$ cat config.mk
export PLATFORM = sky130hd
export DESIGN_NAME = addsub_accum_unit
export DESIGN_NICKNAME = d
export VERILOG_FILES = /design/src/rtl/addsub_accum_unit.sv
export SDC_FILE = /design/constraint.sdc
export NUM_CORES = 1
export LEC_CHECK = 0
export CORE_ASPECT_RATIO = 1.2
export CORE_UTILIZATION = 49
export CTS_BUF_LIST = sky130_fd_sc_hd__clkbuf_8
export DETAILED_ROUTE_END_ITERATION = 10
export PLACE_DENSITY = 0.77
export SYNTH_ARGS = -nofsm -noshare
export SYNTH_HDL_FRONTEND = slang
export SYNTH_SLANG_ARGS = --single-unit
$ cat constraint.sdc
create_clock -name clk -period 2.6 [get_ports clk]
set_input_delay 0.39 -clock clk [delete_from_list [all_inputs] [get_ports clk]]
set_output_delay 0.39 -clock clk [all_outputs]
set_load 0.03 [all_outputs]
$ cat src/rtl/addsub_accum_unit.sv
// Sequential add/subtract/accumulate unit with valid/ready handshakes and carry/overflow/zero flags.
// A command is accepted in IDLE, computed in EXEC and held in DONE until the consumer takes it.
module addsub_accum_unit #(
    parameter int WIDTH    = 6,
    parameter bit SATURATE = 1'b0
) (
    input  logic             clk,
    input  logic             rst,
    input  logic             ena,
    input  logic             in_valid,
    output logic             in_ready,
    input  logic [WIDTH-1:0] op_a,
    input  logic [WIDTH-1:0] op_b,
    input  logic [1:0]       op_sel,
    output logic             out_valid,
    input  logic             out_ready,
    output logic [WIDTH-1:0] result,
    output logic             carry,
    output logic             overflow,
    output logic             zero
);

    typedef enum logic [1:0] {IDLE, EXEC, DONE} state_t;

    localparam logic [1:0] OP_ADD = 2'b00;
    localparam logic [1:0] OP_SUB = 2'b01;
    localparam logic [1:0] OP_ACC = 2'b10;
    localparam logic [1:0] OP_CLR = 2'b11;

    state_t           state_q, state_d;
    logic [WIDTH-1:0] a_q, a_d, b_q, b_d;
    logic [1:0]       sel_q, sel_d;
    logic [WIDTH-1:0] acc_q, acc_d;
    logic [WIDTH-1:0] result_q, result_d;
    logic             carry_q, carry_d;
    logic             ovf_q, ovf_d;
    logic             zero_q, zero_d;
    logic             out_valid_q, out_valid_d;

    logic [WIDTH-1:0] opx, opy, res_fin;
    logic             cin, ovf_raw, carry_fin;
    logic [WIDTH:0]   sum_raw;

    // Subtraction is A + ~B + 1, so bit WIDTH of the sum is the NOT-borrow.
    always_comb begin
        opx = '0;
        opy = '0;
        cin = 1'b0;
        case (sel_q)
            OP_ADD: begin opx = a_q;   opy = b_q;               end
            OP_SUB: begin opx = a_q;   opy = ~b_q; cin = 1'b1;  end
            OP_ACC: begin opx = acc_q; opy = a_q;               end
            default: ;
        endcase
        sum_raw   = {1'b0, opx} + {1'b0, opy} + {{WIDTH{1'b0}}, cin};
        ovf_raw   = (opx[WIDTH-1] == opy[WIDTH-1]) && (sum_raw[WIDTH-1] != opx[WIDTH-1]);
        carry_fin = sum_raw[WIDTH];
        res_fin   = sum_raw[WIDTH-1:0];
        if (SATURATE) begin
            if (sel_q == OP_SUB && !carry_fin)
                res_fin = '0;
            else if (sel_q != OP_SUB && carry_fin)
                res_fin = '1;
        end
        if (sel_q == OP_CLR) begin
            res_fin   = '0;
            carry_fin = 1'b0;
            ovf_raw   = 1'b0;
        end
    end

    always_comb begin
        state_d     = state_q;
        a_d         = a_q;
        b_d         = b_q;
        sel_d       = sel_q;
        acc_d       = acc_q;
        result_d    = result_q;
        carry_d     = carry_q;
        ovf_d       = ovf_q;
        zero_d      = zero_q;
        out_valid_d = out_valid_q;
        if (ena) begin
            case (state_q)
                IDLE: begin
                    if (in_valid) begin
                        a_d     = op_a;
                        b_d     = op_b;
                        sel_d   = op_sel;
                        state_d = EXEC;
                    end
                end
                EXEC: begin
                    result_d    = res_fin;
                    carry_d     = carry_fin;
                    ovf_d       = ovf_raw;
                    zero_d      = (res_fin == '0);
                    out_valid_d = 1'b1;
                    if (sel_q == OP_ACC || sel_q == OP_CLR)
                        acc_d = res_fin;
                    state_d = DONE;
                end
                DONE: begin
                    if (out_ready) begin
                        out_valid_d = 1'b0;
                        state_d     = IDLE;
                    end
                end
                default: state_d = IDLE;
            endcase
        end
    end

    always_ff @(posedge clk or posedge rst) begin
        if (rst) begin
            state_q     <= IDLE;
            a_q         <= '0;
            b_q         <= '0;
            sel_q       <= OP_ADD;
            acc_q       <= '0;
            result_q    <= '0;
            carry_q     <= 1'b0;
            ovf_q       <= 1'b0;
            zero_q      <= 1'b1;
            out_valid_q <= 1'b0;
        end else begin
            state_q     <= state_d;
            a_q         <= a_d;
            b_q         <= b_d;
            sel_q       <= sel_d;
            acc_q       <= acc_d;
            result_q    <= result_d;
            carry_q     <= carry_d;
            ovf_q       <= ovf_d;
            zero_q      <= zero_d;
            out_valid_q <= out_valid_d;
        end
    end

    assign in_ready  = (state_q == IDLE);
    assign out_valid = out_valid_q;
    assign result    = result_q;
    assign carry     = carry_q;
    assign overflow  = ovf_q;
    assign zero      = zero_q;

endmodule

Word-level counts from Yosys, hierarchy flattened

Index checks and enable logic that the tools add are counted.
W data, S select, Z words.

Muxes and demuxes: 11
Div/mod/pow operators: 0
Order comparisons: 0
Reduce and logical (&&, ||, !) cells: 12
Shift operators: 0
Bitwise logic cells: 1
Multiply operators: 0
Equal/unequal tests: 9
Add/sub/neg operators: 2

Operators with widths:

| cell                 | number |
|---|---|
| $pmux W6 S3          | 1 |
| $pmux W6 S2          | 1 |
| $reduce_and A3 Y1    | 4 |
| $add A6 B6 Y7        | 1 |
| $add A7 B1 Y7        | 1 |
| $eq A2 B2 Y1 const B | 3 |
| $logic_not A6 Y1     | 1 |
| $mux W6              | 1 |
| $not A6 Y6           | 1 |
| $pmux W2 S3          | 1 |
| $eq A2 B1 Y1 const B | 2 |
| $logic_not A2 Y1     | 2 |
| $mux W1              | 4 |
| $mux W2              | 2 |
| $ne A2 B2 Y1 const B | 2 |
| $pmux W1 S2          | 1 |
| $reduce_and A2 Y1    | 1 |
| $reduce_bool A2 Y1   | 1 |
| $reduce_or A2 Y1     | 1 |
| $eq A1 B1 Y1         | 1 |
| $logic_and A1 B1 Y1  | 1 |
| $logic_or A1 B1 Y1   | 1 |
| $ne A1 B1 Y1         | 1 |

Latch bits: 0
ROM bits: 0
Memories: 0
Register bits after elaboration: 32
RAM bits: 0

Logic depth before layout (Yosys ltp)

Gate-level depths: netlist of the first run.

Depth in word-level cells: 8
Gate-level depth with buffers: 12
Gate-level depth less buffers: 10

Least setup slack after synthesis of the first run

OpenSTA, ideal clock, no wires.

Path type: register to register
From: reg sel_q[1]
To: reg zero_q, in the netlist zero
Clock period less this slack: 2.687 ns
Stages on the path, launching flop included: 13
Setup time: 0.080 ns
Required time: 2.520 ns
Slack: -0.087 ns
Data arrival time: 2.608 ns
Cells stage by stage: dfrtp_1 > buf_2 > clkbuf_1 > nand3b_1 > o21ai_0 > fa_1 > inv_1 > fa_1 > nand2b_1 > a21oi_2 > xor2_1 > a21boi_0 > a32o_1

Cells in the longest elaborated chain, start to end: 7

RTL lines:

| item                                             | line | source |
|---|---|---|
| start: declaration                               | 32   | `logic [1:0] sel_q, sel_d;` |
| start signal: assignment                         | 130  | `sel_q <= sel_d;` |
| $eq A2 B1 Y1 or $logic_not A2 Y1 (tied branches) | 49   | `case (sel_q)` |
| $reduce_or A2 Y1 (no source line)                | -    |  |
| $pmux W6 S2                                      | 49   |  |
| $add A6 B6 Y7                                    | 55   | `sum_raw = {1'b0, opx} + {1'b0, opy} + {{WIDTH{1'b0}}, cin};` |
| $add A7 B1 Y7                                    | 55   |  |
| $mux W6 (*)                                      | 65   | `if (sel_q == OP_CLR) begin` |
| $logic_not A6 Y1 (*)                             | 97   | `zero_d = (res_fin == '0);` |
| end signal: assignment                           | 135  | `zero_q <= zero_d;` |
| end: declaration                                 | 37   | `logic zero_q, zero_d;` |

Mark *: on every way between the ends. The rest lies on a longest branch, timed or not.
A chain may end at the register's enable or synchronous reset.

Worst setup path in the final report of the first run

Ends and elaborated chain as after synthesis.

==> impl_summary.txt, run 1 <==
----------------------------------------------------
[Outcome]
  Outcome ... finished, violations left
  Violations in the final reports ... design-rule violations

[Worst hold path]
  Worst hold path depth ... 2
  Startpoint of the most critical hold path ... result[1]
  Path class of the lowest-slack min-delay path ... reg2reg
  Worst-case hold path end point ... result[1]

[STA]
  Peak Freq ... 0.4065 GHz
  Slew at the pin closest to its max-slew limit ... 0.4086 ns
  Setup repair after global routing missed its margin ... false
  Final cycle utilization of the critical path ... 0.9462
  Relative slew slack ... 0.7247
  Minimum setup slack in the final design ... 0.1398 ns
  Final Max Tran Viols ... 0
  Final setup violation count ... 0
  Min Clock Period, post-route ... 2.460 ns
  Number of hold violations in the final report ... 0
  Layout Skew ... 0.004494 ns
  Sum Neg Setup Slack ... 0 ns

[Worst setup path]
  WS Path Type ... reg2reg
  Arrival time of the worst setup path ... 2.69 ns
  Number of cells on the worst reg-to-reg path ... 11
  Beginning of the worst register-to-register path ... sel_q[1]
  Worst Setup Start Kind ... flop
  R2R Setup Slk ... 0.14 ns
  Critical path capture point type ... flop
  Critical R2R Capture ... zero
  Maximum fanout count along the critical path ... 5
  Req. time, crit path ... 2.83 ns

[CTS]
  Clock latency at the later pin of the worst-skew pair ... 0.29 ns
  Clock tree from TritonCTS ... yes
  Cts hold-fix bufs ... 0
  Level count of the clock H-tree ... 2
  Inserted Clock Buffers ... 5
  Clock slew at reported path FFs ... 0.06 ns
  CTS sink cnt ... 32
  Maximum buffer depth of the clock tree ... 2
  Master cell of the clock root buffer ... clkbuf_8

[Drt]
  Number of vias after detailed routing ... 1423
  Number of detailed-route iterations in the first pass ... 7
  Detailed Route Iter0 Violations ... 53
  Antenna-violating nets left ... 0
  Total DRC errors in the routed layout ... 2
  Total Routed Length ... 3.635 mm
  Detail-routed net length per standard cell ... 14.20 um
  Detailed-route vias per instance ... 5.559

[Power and ir drop]
  Leakage power summed over all cells ... 1.023 nW
  Worst vdd ir ... 0.6286 mV
  Net switching share of the total power ... 0.4452
  Switching power ... 1.488 mW
  Overall Power ... 3.343 mW
  Power share of the combinational group ... 0.615
  Cell-internal power ... 1.855 mW
  Sequential fraction of design power ... 0.267
  Total power density per cell area ... 1470 nW/um^2
  Share of total power in the clock network ... 0.118

[Synth]
  Yosys warning count ... 0
  Syn Std Cell Area ... 1795 um^2
  Sequential-to-total area share from yosys stat ... 0.4467
  Synthesized area divided by synthesized cell count ... 9.865 um^2
  Ys async rst share ... 1.000
  Post-Syn Nets ... 208
  Most used flip-flop cell after synthesis ... dfrtp_1
  Yosys reg bits ... 32
  Synth cell types ... 40
  Number of enable flip-flop cells after synthesis ... 0
  Post-Synthesis Cells ... 182

[GRT]
  Global-route wire length before repair ... 6.437 mm
  Maximum number of pins on one net before global-route repair ... 33
  Met1 track utilization from global routing ... 0.2500
  Grt met2 use ... 0.3824
  Overall overflow remaining after global route ... 0
  Number of global-route vias before repair ... 1487
  GR Layer Usage met3 ... 0.05860
  Total global-route track usage ... 0.2225
  Antenna violations before repair ... 0
  Most crowded layer after global routing ... met2

[Floorplanning]
  Die outline width ... 57.26 um
  I/O pins ... 30
  Vertical die dimension ... 68.31 um
  Num rows ... 23
  Initial cell density of the core ... 0.5243
  Placeable core region ... 3425 um^2
  Floorplan die area ... 3911 um^2

[Place]
  Pre-CTS setup slack ... 0.06736 ns
  I/O Buffers ... 29
  Final RePlAce weighted congestion ... 0.8259
  Detailed placer's ending HPWL ... 2.774 mm

[Flow run]
  Max_cap viols ... 0

[Layout]
  # nets final ... 244
  Total inserted antenna cells ... 0
  Area added between synthesis and finish ... 26.69%
  Share of layout cells above drive strength 1 ... 0.1826

----------------------------------------------------
## layout make-up
class                   instances  area (um^2)
clock buffers                   6        82.58
clock inverters                 2        10.01
fillers                       276         1150
inverters                      13        48.80
multi-input cells             129        933.4
flip-flops and latches         32        803.3
well taps                      37        46.29
repair buffers                 37        350.3
## flip-flops by register name, summed over array words and instances, names as in the netlist
name	count
out_valid	1
sel_q	2
a_q	6
carry	1
overflow	1
zero	1
b_q	6
result	6
acc_q	6
state_q	2
## power by group through the flow
stage / clock (mW) / combinational (mW) / sequential [mW]
after global placement: 0 / 1.95 / 0.881
after detailed placement: 0 / 2.00 / 0.895
final: 0.395 / 2.06 / 0.891
after global routing: 0.425 / 2.27 / 0.924
after CTS: 0.403 / 2.01 / 0.887
after floorplan: 0 / 1.39 / 0.971
## worst max path at each step
stage | startpoint | end | slack (ns) | depth (start not counted)
floorplan | sel_q[1] | zero | 0.004 | 12
global placement | sel_q[1] | zero | 0.17 | 10
detailed placement | sel_q[1] | zero | 0.07 | 10
CTS | sel_q[1] | zero | 0.05 | 10
global route | sel_q[1] | acc_q[4] | 0.005 | 11
finish | sel_q[1] | zero | 0.14 | 11
## timing repair
action,in CTS,in global routing
buffers inserted,0,1
setup endpoints to repair,0,4
gates resized for setup,0,5
## stage by stage
step	cells	hold WS, ns	cell area [um^2]	utilization
2_1_floorplan	182	0.4490	1805	-
3_3_place_gp	247	0.4644	2155	0.6292
3_5_place_dp	247	0.4718	2155	0.6292
4_1_cts	255	0.4885	2247	0.6562
5_1_grt	256	0.5073	2275	0.6642
6_report	256	0.4815	2275	0.6642
## cells in the final DEF, fill, tap and decap left out, drive strengths merged, types with 2 or more instances in the layout
cell,n
dfrtp,31
clkdlybuf4s50,29
nand2,28
o21ai,24
inv,13
mux2,8
buf,8
nor2,8
nand3b,8
mux2i,6
clkbuf,6
ha,5
a21oi,5
o22ai,5
o31ai,3
nand3,3
nand2b,3
o21bai,2
o211ai,2
xor2,2
o21a,2
a21o,2
clkinv,2
fa,2
## cell usage after synthesis, drive strengths merged, types with 5 or more instances
master | instances | area share
dfrtp | 31 | 0.43
nand2 | 28 | 0.060
o21ai | 24 | 0.069
inv | 13 | 0.027
mux2 | 8 | 0.050
nand3b | 8 | 0.036
nor2 | 8 | 0.018
mux2i | 6 | 0.033
a21oi | 5 | 0.016
buf | 5 | 0.015
ha | 5 | 0.035
o22ai | 5 | 0.017
## cell families (layout without fill, tap and decap cells)
kind of cell             after synthesis  after routing  synth area share
XOR/XNOR                               3              3           0.01464
AO/OA/AOI/OAI                         50             50            0.1791
flip-flops                            32             32            0.4467
AND/OR/NAND/NOR                       55             55            0.1700
buffers and inverters                 21             58           0.04878
adder cells (fa/ha/maj)                7              7           0.05714
multiplexers                          14             14           0.08363
## routing by layer
layer  wire length, um  share of wire
met2              1835           0.50
met4                78          0.021
met3               146          0.040
met1              1574           0.43
met5                 0              0
## critical path, cell delays in order (launching register included)
cell and delay [ns]:
dfrtp_2 0.44, nand2b_4 0.16, buf_4 0.16, inv_1 0.09, fa_2 0.21, inv_1 0.05, fa_1 0.39, nand2b_1 0.18
a21oi_2 0.18, xor2_1 0.20, a21boi_1 0.09, a32o_1 0.25
(Power assumes the default switching activity.)
==> inputs of run 2 (changes only) <==
REMOVE_ABC_BUFFERS = 1   (was default)
TNS_END_PERCENT = 10   (was default)
==> impl_summary.txt, run 2 (synthesized netlist as in run 1, its figures left out) <==
----------------------------------------------------
[Floorplanning]
  I/O pins ... 30
  Die outline width ... 57.26 um
  Num rows ... 23
  Initial cell density of the core ... 0.5243
  Floorplan die area ... 3911 um^2
  Vertical die dimension ... 68.31 um
  Placeable core region ... 3425 um^2

[STA]
  Minimum setup slack in the final design ... 0.1947 ns
  Slew at the pin closest to its max-slew limit ... 0.4033 ns
  Layout Skew ... 0.006064 ns
  Number of hold violations in the final report ... 0
  Relative slew slack ... 0.7305
  Final Max Tran Viols ... 0
  Final setup violation count ... 0
  Peak Freq ... 0.4157 GHz
  Setup repair after global routing missed its margin ... false
  Final cycle utilization of the critical path ... 0.9251
  Min Clock Period, post-route ... 2.405 ns

[CTS]
  Clock latency at the later pin of the worst-skew pair ... 0.29 ns
  Clock slew at reported path FFs ... 0.06 ns
  Inserted Clock Buffers ... 5
  Clock tree from TritonCTS ... yes
  Cts hold-fix bufs ... 0
  Maximum buffer depth of the clock tree ... 2
  CTS sink cnt ... 32
  Master cell of the clock root buffer ... clkbuf_8
  Level count of the clock H-tree ... 2
  Post-CTS repair timing setup buffer count ... 0

[Worst setup path]
  Critical R2R Capture ... zero
  R2R Setup Slk ... 0.19 ns
  Number of cells on the worst reg-to-reg path ... 11
  Beginning of the worst register-to-register path ... sel_q[1]
  Cells along the critical path ... nand2b_1 -> buf_4 -> inv_1 -> fa_2 -> inv_1 -> fa_2 -> nand2b_1 -> a21oi_2 -> xor2_1 -> a21boi_1 -> a32o_1
  Critical path capture point type ... flop
  Top cell family by delay on the critical path ... adder cells
  Worst Setup Start Kind ... flop
  Req. time, crit path ... 2.82 ns
  Arrival time of the worst setup path ... 2.63 ns
  CP max-delay cell ... dfrtp_2
  Delay of the slowest cell on the worst path ... 0.46 ns
  WS Path Type ... reg2reg
  Count of buffering cells on the critical path with inverters included ... 3
  Maximum fanout count along the critical path ... 8

[Place]
  Detailed placer's ending HPWL ... 2.734 mm
  Cell area after placement ... 2153 um^2
  I/O Buffers ... 29
  Pre-CTS setup slack ... 0.09475 ns
  Final RePlAce weighted congestion ... 0.8468

[Power and ir drop]
  Share of total power in the clock network ... 0.152
  Leakage power summed over all cells ... 1.022 nW
  Power share of the combinational group ... 0.586
  Switching power ... 1.480 mW
  Cell-internal power ... 1.970 mW
  Sequential fraction of design power ... 0.262
  Worst vdd ir ... 0.7959 mV
  Total power density per cell area ... 1504 nW/um^2
  Net switching share of the total power ... 0.4290

[GRT]
  Total global-route track usage ... 0.2124
  Number of global-route vias before repair ... 1375
  Maximum number of pins on one net before global-route repair ... 33
  Global-route wire length before repair ... 6.216 mm
  Overall overflow remaining after global route ... 0
  Antenna violations before repair ... 0

[Drt]
  Number of vias after detailed routing ... 1447
  Detail-routed net length per standard cell ... 14.41 um
  Antenna-violating nets left ... 0
  Number of detailed-route iterations in the first pass ... 7
  Total Routed Length ... 3.689 mm
  Detailed Route Iter0 Violations ... 71
  Total DRC errors in the routed layout ... 2
  Detailed-route vias per instance ... 5.652

[Layout]
  Share of layout cells above drive strength 1 ... 0.1781
  Top library cells by usage in the layout, fill and taps aside ... dfrtp_1 (29), clkdlybuf4s50_1 (29), nand2_1 (27)
  # nets final ... 244
  Area added between synthesis and finish ... 27.74%
  Post-route cell area ... 2293 um^2
  Number of inserted filler cells in the final layout ... 281
  Total inserted antenna cells ... 0

[Worst hold path]
  Path class of the lowest-slack min-delay path ... in2async

[Flow run]
  Max_cap viols ... 0

[Outcome]
  Violations in the final reports ... design-rule violations
  Outcome ... finished, violations left

----------------------------------------------------
-- run 2: what timing repair did --
item                       in CTS  in global routing
hold endpoints to repair        0                  0
resized for setup               0                  6
setup endpoints to repair       0                  6
-- run 2: routing by layer --
layer / routed length [um] / GRT usage
met5: 0 / 0
met4: 39 / 0.07317
met3: 159 / 0.05671
met2: 1862 / 0.3662
met1: 1628 / 0.2581
-- run 2: metrics by stage --
stage | hold slack [ns] | setup TNS (ns) | instances | power (mW) | utilization
6_report | 0.4747 | 0 | 256 | 3.450 | 0.6697
5_1_grt | 0.5092 | 0 | 256 | 3.731 | 0.6697
4_1_cts | 0.4804 | 0 | 256 | 3.413 | 0.6657
3_5_place_dp | 0.4653 | 0 | 248 | 2.871 | 0.6288
3_3_place_gp | 0.4637 | 0 | 248 | 2.797 | 0.6288
2_1_floorplan | 0.4490 | -0.1156 | 174 | 2.308 | -
-- run 2: power groups by stage --
stage,clock network (mW),logic [mW],registers [mW]
detailed placement,0,1.97,0.903
CTS,0.535,1.98,0.898
global placement,0,1.91,0.887
global route,0.554,2.24,0.939
floorplan,0,1.28,1.03
finish,0.523,2.02,0.905
-- run 2: how the worst max path moves through the flow --
stage,cells past startpoint,slack [ns],start,to
2_1_floorplan,10,-0.12,sel_q[1],zero
3_3_place_gp,10,0.20,sel_q[1],zero
3_5_place_dp,10,0.09,sel_q[1],zero
4_1_cts,10,0.08,sel_q[1],zero
5_1_grt,10,0.007,sel_q[1],zero
6_report,11,0.19,sel_q[1],zero
-- run 2: final cells by class --
cell class,count,area (um^2),share of cell area
Clock buffer,7,96.34,0.04201
Clock inverter,1,30.03,0.01309
Inverter,13,48.80,0.02128
Multi-Input combinational cell,129,917.1,0.3999
Sequential cell,32,804.5,0.3508
Tap cell,37,46.29,0.02019
Timing Repair Buffer,37,350.3,0.1528
-- run 2: worst reg2reg max path, delay by kind of cell (launching register included) --
kind | cells | cell delay [ns]
fa+ha+maj | 2 | 0.55
compound gates | 3 | 0.50
flops | 1 | 0.46
simple gates | 2 | 0.36
buf+inv | 3 | 0.29
xor+xnor | 1 | 0.20
==> inputs of run 3 (changes only) <==
ABC_CLOCK_PERIOD_IN_PS = 2600   (was default)
CORE_MARGIN = 1.5   (was default)
==> impl_summary.txt, run 3 (synthesized netlist as in run 1, its figures left out) <==
----------------------------------------------------
[Outcome]
  Outcome ... finished, violations left
  Violations in the final reports ... design-rule violations

[Floorplanning]
  Num rows ... 23
  Die outline width ... 58.26 um
  Placeable core region ... 3425 um^2
  Floorplan die area ... 4038 um^2
  I/O pins ... 30
  Initial cell density of the core ... 0.5243
  Vertical die dimension ... 69.31 um

[Layout]
  Number of inserted filler cells in the final layout ... 297
  FF/Latch Area ... 804.5 um^2
  Share of layout cells above drive strength 1 ... 0.1727
  Total inserted antenna cells ... 0
  Area added between synthesis and finish ... 25.99%
  Multi-input combinational cell area ... 912.1 um^2
  Top library cells by usage in the layout, fill and taps aside ... dfrtp_1 (29), clkdlybuf4s50_1 (29), nand2_1 (27)
  # nets final ... 245
  Post-route cell area ... 2262 um^2

[Power and ir drop]
  Worst vdd ir ... 0.9074 mV
  Overall Power ... 3.315 mW
  Total power density per cell area ... 1465 nW/um^2
  Leakage power summed over all cells ... 1.014 nW

[Drt]
  Total DRC errors in the routed layout ... 3
  Total Routed Length ... 3.743 mm
  Number of vias after detailed routing ... 1414
  Detail-routed net length per standard cell ... 14.56 um
  Detailed Route Iter0 Violations ... 46
  Number of detailed-route iterations in the first pass ... 7
  Detailed-route vias per instance ... 5.502
  Antenna-violating nets left ... 0

[STA]
  Peak Freq ... 0.4094 GHz
  Relative slew slack ... 0.7411
  Final Max Tran Viols ... 0
  Minimum setup slack in the final design ... 0.1573 ns
  Final cycle utilization of the critical path ... 0.9395
  Layout Skew ... 0.005430 ns
  Min Clock Period, post-route ... 2.443 ns
  Setup repair after global routing missed its margin ... true
  Number of hold violations in the final report ... 0
  Slew at the pin closest to its max-slew limit ... 0.3884 ns
  Final setup violation count ... 0

[GRT]
  Number of global-route vias before repair ... 1488
  Maximum number of pins on one net before global-route repair ... 33
  Global-route wire length before repair ... 6.644 mm
  Antenna violations before repair ... 0
  Overall overflow remaining after global route ... 0
  Total global-route track usage ... 0.2105

[Place]
  Cell area after placement ... 2161 um^2
  I/O Buffers ... 29
  Detailed placer's ending HPWL ... 2.908 mm
  Final RePlAce weighted congestion ... 0.8371
  Pre-CTS setup slack ... 0.1006 ns

[Flow run]
  Max_cap viols ... 0

[CTS]
  Cts hold-fix bufs ... 0
  Level count of the clock H-tree ... 2
  Clock tree from TritonCTS ... yes
  Clock latency at the later pin of the worst-skew pair ... 0.29 ns
  Master cell of the clock root buffer ... clkbuf_8
  CTS sink cnt ... 32
  Maximum buffer depth of the clock tree ... 2
  Inserted Clock Buffers ... 5
  Clock slew at reported path FFs ... 0.06 ns

[Worst setup path]
  Maximum fanout count along the critical path ... 11
  WS Path Type ... reg2reg
  Arrival time of the worst setup path ... 2.67 ns
  Critical path capture point type ... flop
  Worst Setup Start Kind ... flop
  Req. time, crit path ... 2.83 ns

[Worst hold path]
  Path class of the lowest-slack min-delay path ... reg2reg

----------------------------------------------------
[run 3: cell types whose count changed in the layout (fill, tap and decap cells not counted), sizes merged]
cell    previous run  this run
bufinv             1         0
buf                8         9
clkinv             0         2
clkbuf             7         6
[run 3: worst max-delay path, cell delays in order, from the launching register on]
cell and delay [ns]:
dfrtp_2 0.47, nand2b_1 0.14, buf_4 0.16, inv_1 0.05
fa_1 0.38, buf_4 0.16, a211oi_4 0.30, nor2_2 0.10
and4b_4 0.21, nor3_4 0.22, a32o_1 0.19
[run 3: layer usage]
| layer | track usage | wire (um) | up-vias | share of wire |
|---|---|---|---|---|
| li1 | - | - | 705 | - |
| met1 | 0.2418 | 1547 | 667 | 0.41 |
| met2 | 0.3708 | 1971 | 33 | 0.53 |
| met3 | 0.05784 | 159 | 9 | 0.042 |
| met4 | 0.06202 | 64 | 0 | 0.017 |
| met5 | 0 | 0 | - | 0 |
[run 3: worst paths after layout]
| check | startpoint | endpoint | slack, ns | cells past startpoint |
|---|---|---|---|---|
| max | sel_q[0] | zero | 0.16 | 10 |
| min | overflow | overflow | 0.48 | 2 |
| max reg2reg | sel_q[0] | zero | 0.16 | 10 |
| min reg2reg | overflow | overflow | 0.48 | 2 |
| max in group asynchronous | rst | zero | 1.79 | 3 |
| min in group asynchronous | rst | acc_q[2] | 0.49 | 3 |
[run 3: area by class of cell]
cell class	instances	area share
sequential	32	0.3556
inverter	13	0.02157
clock buffer	6	0.03650
timing repair buffer	38	0.1582
clock inverter	2	0.004425
multi-input combinational	129	0.4032
tap	37	0.02046
[run 3: power breakdown]
part	switching (mW)	internal [mW]	total (mW)
Combinational	1.12	0.905	2.02
Clock	0.183	0.211	0.393
Sequential	0.174	0.726	0.900
[run 3: per-stage QoR]
step                        util   TNS, ns  cells  hold slack, ns
after global placement    0.6310         0    249          0.4625
after detailed placement  0.6310         0    249          0.4683
after CTS                 0.6580         0    257          0.4854
after global routing      0.6606  -0.01195    257          0.5074
final                     0.6606         0    257          0.4819
after floorplan                -   -0.1156    174          0.4490
[run 3: what timing repair did]
item | CTS | global route
setup buffers | 0 | 0
setup endpoints to repair | 0 | 6
gates resized for setup | 0 | 4
